### config.mk
export PLATFORM = sky130hd
export DESIGN_NAME = ram_arbiter
export DESIGN_NICKNAME = d
export VERILOG_FILES = /design/src/rtl/ram_arbiter.sv
export SDC_FILE = /design/constraint.sdc
export NUM_CORES = 1
export LEC_CHECK = 0
export BUFFER_PORTS_ARGS = -buffer_cell sky130_fd_sc_hd__clkbuf_2
export CORE_MARGIN = 5
export CORE_UTILIZATION = 41
export CTS_BUF_LIST = sky130_fd_sc_hd__clkbuf_4
export CTS_CLUSTER_DIAMETER = 150
export DETAILED_ROUTE_END_ITERATION = 12
export PLACE_DENSITY = 0.82
export SYNTH_ARGS = -nofsm -noshare
export SYNTH_HDL_FRONTEND = slang
export SYNTH_SLANG_ARGS = --single-unit
### constraint.sdc
create_clock -name CLK -period 1.5 [get_ports CLK]
set_input_delay 0.3 -clock CLK [delete_from_list [all_inputs] [get_ports CLK]]
set_output_delay 0.3 -clock CLK [all_outputs]
set_load 0.02 [all_outputs]
### src/rtl/ram_arbiter.sv
// Arbitrates an instruction port and a data port onto one single-ported RAM; ARB_AGING_EN adds I-fetch anti-starvation.
// Latency: request in IDLE at n -> strobe at n+1 -> ready pulse at n+2 when busy_o is low at n+1.
// Backpressure: busy_o holds the strobe, address and store data without timeout; requesters hold until their ready pulse.
module ram_arbiter #(
  parameter int unsigned AGE_LIMIT = 3
) (
  input  logic        CLK,
  input  logic        nRST,
  input  logic        imemRen,
  input  logic [31:0] imemaddr,
  input  logic        dmmRen,
  input  logic        dmmWen,
  input  logic [31:0] dmmaddr,
  input  logic [31:0] dmmstore,
  input  logic        busy_o,
  input  logic [31:0] ramload,
  output logic        Ren,
  output logic        Wen,
  output logic [31:0] ramaddr,
  output logic [31:0] ramstore,
  output logic        i_ready,
  output logic        d_ready,
  output logic [31:0] imemload,
  output logic [31:0] dmmload
);

  localparam logic [1:0] IDLE  = 2'd0;
  localparam logic [1:0] GNT_I = 2'd1;
  localparam logic [1:0] GNT_D = 2'd2;

  if (AGE_LIMIT < 1 || AGE_LIMIT > 15) begin : g_bad_age_limit
    $error("ram_arbiter: AGE_LIMIT must be in 1..15");
  end

  logic [1:0] state;
  logic       d_req;
  logic       force_i;
  logic       grant_d;
  logic       grant_i;

  assign d_req   = dmmRen | dmmWen;
  assign grant_d = (state == IDLE) && d_req && !force_i;
  assign grant_i = (state == IDLE) && imemRen && !grant_d;

`ifdef ARB_AGING_EN
  localparam logic [3:0] AGE_LIM4 = 4'(AGE_LIMIT);
  logic [3:0] age_cnt;

  assign force_i = imemRen && (age_cnt >= AGE_LIM4);

  // Counts data grants that overtook a waiting fetch; saturates so it never wraps back to 0.
  always_ff @(posedge CLK) begin
    if (nRST) begin
      age_cnt <= '0;
    end else if (grant_i) begin
      age_cnt <= '0;
    end else if (grant_d && imemRen && age_cnt != 4'd15) begin
      age_cnt <= age_cnt + 4'd1;
    end
  end
`else
  assign force_i = 1'b0;
`endif

  always_ff @(posedge CLK) begin
    if (nRST) begin
      state    <= IDLE;
      Ren      <= 1'b0;
      Wen      <= 1'b0;
      ramaddr  <= '0;
      ramstore <= '0;
      i_ready  <= 1'b0;
      d_ready  <= 1'b0;
      imemload <= '0;
      dmmload  <= '0;
    end else begin
      i_ready <= 1'b0;
      d_ready <= 1'b0;
      case (state)
        IDLE: begin
          if (grant_d) begin
            state    <= GNT_D;
            ramaddr  <= dmmaddr;
            ramstore <= dmmstore;
            Wen      <= dmmWen;
            Ren      <= ~dmmWen;  // read+write together resolves to a write
          end else if (grant_i) begin
            state    <= GNT_I;
            ramaddr  <= imemaddr;
            ramstore <= '0;
            Ren      <= 1'b1;
            Wen      <= 1'b0;
          end
        end
        GNT_I: begin
          if (!busy_o) begin
            imemload <= ramload;
            i_ready  <= 1'b1;
            Ren      <= 1'b0;
            Wen      <= 1'b0;
            state    <= IDLE;
          end
        end
        GNT_D: begin
          if (!busy_o) begin
            if (Ren) dmmload <= ramload;
            d_ready <= 1'b1;
            Ren     <= 1'b0;
            Wen     <= 1'b0;
            state   <= IDLE;
          end
        end
        default: begin
          Ren   <= 1'b0;
          Wen   <= 1'b0;
          state <= IDLE;
        end
      endcase
    end
  end

endmodule

==> reports/summary.md <==
Synth
• **EDFF count, synth** 0
• **synthesized net count** 633
• **number of instances in the synthesized netlist** 495
• **synthesis warning total** 0
• **Avg Cell Area, Syn** 9.69 sq um
• **distinct cell type count of the synthesized netlist** 27
• **post-synthesis sequential area ratio** 55.9%
• **asr flop ratio synth** 0%
• **cell type with the highest aggregate area in the netlist** dfxtp_1
• **flip-flop and latch count after synthesis** 134
• **ranking of synthesized cells by area** dfxtp_1, nand2_1, a21oi_1
• **top cell type's share of synthesized area** 55.9%
• **mapped cell area** 4800 sq um
• **most instantiated flip-flop cell in the synthesis netlist** dfxtp_1

Final layout
• **count of filler cells inserted in the layout** 805
• **final non-filler cell total** 1026
• **area growth from synthesis to layout** 63.1%
• **proportion of layout cells with a drive suffix above 1** 37.4%
• **total number of nets in the final design** 1007

Routing
• **DR DRC count** 0
• **number of optimization iterations in the first detailed-route pass** 5
• **First DRT Iteration DRCs** 473
• **post-route antenna net violation count** 0
• **Vias per Instance** 5.19
• **via count** 5325
• **drt wl/cell** 18.0 um
• **total length of routed wires** 18400 um

Place
• **Post-Place Cells** 881
• **quantity of I/O buffers inserted on ports** 265
• **final HPWL from detailed placement** 10400 um
• **RD Place Congestion** 0.776

Pwr
• **Pwr per Cell Area** 1120 nW/um^2
• **part of the total power dissipated in the clock network** 24.6%
• **internal portion of total power** 5830 uW
• **Worst IR Drop VDD** 0.688 mV
• **NetSw** 2950 uW
• **combinational cell fraction of total power** 27.9%
• **total leakage power** 0.00349 uW
• **Sw Ratio** 33.5%
• **portion of total power attributed to sequential cells** 47.4%

Floorplan
• **row count** 39
• **ports placed on the boundary** 266
• **Die Outline Area** 14000 sq um
• **Die Span Y** 118 um
• **x dimension of the die** 118 um
• **area of the core** 11500 sq um
• **Initial Utilization** 41.8%

STA
• **number of hold violations in the final report** 0
• **setup TNS** -1.48 ns
• **final count of pins violating max slew** 0
• **highest attainable clock frequency** 0.641 GHz
• **Final period util** 104%
• **Slew Limit Headroom** 76.3%
• **setup repair after global routing missed its margin** true
• **# setup viols final** 59
• **final worst setup slack** -0.0598 ns
• **time the worst path needs with I/O delays and setup** 1.56 ns
• **clk_skew** 0.0239 ns
• **transition time at the pin with the least slew margin** 0.347 ns

Setup path
• **kind of start point of the critical path** flop
• **crit path kind** reg2reg
• **kind of end point of the critical path** flop
• **maximum fanout along the worst path** 13
• **required time of the critical path** 1.99 ns
• **data arrival time of the worst path** 2.05 ns

Global routing
• **pin count of the biggest net entering global routing** 53
• **GR Util All Layers** 25.4%
• **via count of the first global-routing pass** 5332
• **antenna violations before repair** 1
• **global-route wire length before repair** 28700 um
• **total gr overflow** 0

Flow run
• **max_cap viols** 0

Worst hold path
• **class of the tightest hold or removal check** in2reg

Status
• **violated checks** setup timing
• **result of the run** finished with violations

CTS
• **H-tree level count** 4
• **clock tree sinks** 134
• **TritonCTS buffer count** 17
• **root buffer cell** clkbuf_4
• **CTS tree** done
• **clock network latency to the later pin of the worst-skew pair** 0.54 ns
• **clock transition time at the flip-flop clock pins of the worst setup and hold paths** 0.13 ns
• **clock tree buffer depth** 2

-- kinds of logic (layout without fill, tap and decap cells) --
kind of cell             after synthesis  after routing  share of synthesized area [%]
AND/OR/NAND/NOR                      147            147                           12.6
AO/OA/AOI/OAI                        137            137                           19.9
flip-flops                           134            134                           55.9
buffers and inverters                 41            428                           3.81
multiplexers                          32             32                           6.68
adder cells (fa/ha/maj)                4              4                           1.04
other                                  0              1                              0
-- path summary, 6_finish.rpt --
path | startpoint | endpoint | slack [ns] | cells after the start
worst min register to register | imemload[20] | imemload[20] | 0.46 | 2
worst max-delay path | state[1] | ramstore[25] | -0.06 | 7
worst min-delay path | dmmaddr[31] | ramaddr[31] | 0.04 | 3
worst max register to register | state[1] | ramstore[25] | -0.06 | 7
-- timing repair --
action	4_1_cts	5_1_grt
gates cloned	0	3
resized for setup	2	16
buffers inserted	0	1
setup endpoints to repair	54	74
endpoints found under the hold margin	122	0
pin swaps	16	2
hold buffers	108	0
-- worst max-delay path, cell delays in order (launching register included) --
cell and delay (ns):
dfxtp_2 0.35, inv_2 0.06, ha_4 0.15, a211o_1 0.30
a21oi_4 0.18, buf_12 0.15, buf_6 0.18, a22o_1 0.16
-- power groups by stage --
stage	clock, uW	combinational [uW]	sequential, uW
floorplan	0	782	4610
global placement	0	1970	4200
detailed placement	0	2000	4200
CTS	2190	2240	4130
global route	2370	2600	4200
finish	2160	2450	4160
-- cell usage after synthesis (2+ instances only) --
library cell  number
o2bb2ai_1         33
nand3_1            5
nand2_1          129
inv_1              2
mux2i_1           32
a21oi_1           65
a31oi_1            2
nand2b_1           3
dfxtp_1          134
a22o_1            32
clkbuf_1          15
nor2_1             2
nand3b_1           2
buf_2             23
ha_1               4
-- placed cells by master (no fill, tap or decap), types with 2 or more instances in the layout --
cell type        n
o2bb2ai_2        2
dlygate4sd3_1  108
buf_2            3
buf_4            9
clkbuf_16        2
nand3_1          5
dfxtp_1        130
clkbuf_4        20
clkinv_2         5
clkinvlp_4       4
nand2b_1         3
o2bb2ai_1       31
nor2_1           2
a22o_1          32
buf_12           9
dfxtp_2          3
clkbuf_2       259
ha_1             3
mux2i_1         32
nand3b_1         2
inv_2            2
clkinv_1         2
a21oi_1         65
nand2_1        129
a31oi_1          2
-- per-stage QoR --
step                      worst slack (ns)  util [%]  area, sq um  hold WS (ns)  power [uW]
after global placement              0.0159      55.6         6380         0.442        6180
after detailed placement           -0.0304      55.6         6380         0.447        6200
after CTS                          -0.0503      67.2         7710      0.000550        8560
final                              -0.0598      68.2         7830        0.0431        8780
after floorplan                    0.00109         -         4850         0.433        5390
after global routing                -0.109      68.2         7830        0.0260        9170
-- flip-flops by register name, indices dropped and copies added (netlist names) --
signal	cells
dmmload	32
ramstore	32
Wen	1
ramaddr	32
Ren	1
imemload	32
i_ready	1
d_ready	1
state	2
-- layer usage --
metal	vias to the layer above	GRT usage, %	share of wire (%)
li1	2478	-	-
met1	2438	28.1	36
met2	350	42.9	50
met3	59	8.69	9.7
met4	0	13.5	4.1
met5	-	0	0
-- layout make-up --
cell class	instances	area [sq um]	area share [%]
sequential	134	2690	34.4
clock buffer	18	135	1.73
tap	143	179	2.29
clock inverter	14	110	1.41
inverter	2	7.51	0.0959
multi-input combinational	320	1970	25.2
antenna	1	2.50	0.0320
timing repair buffer	394	2730	34.9
Note: power is estimated with default switching activity, not from simulation.
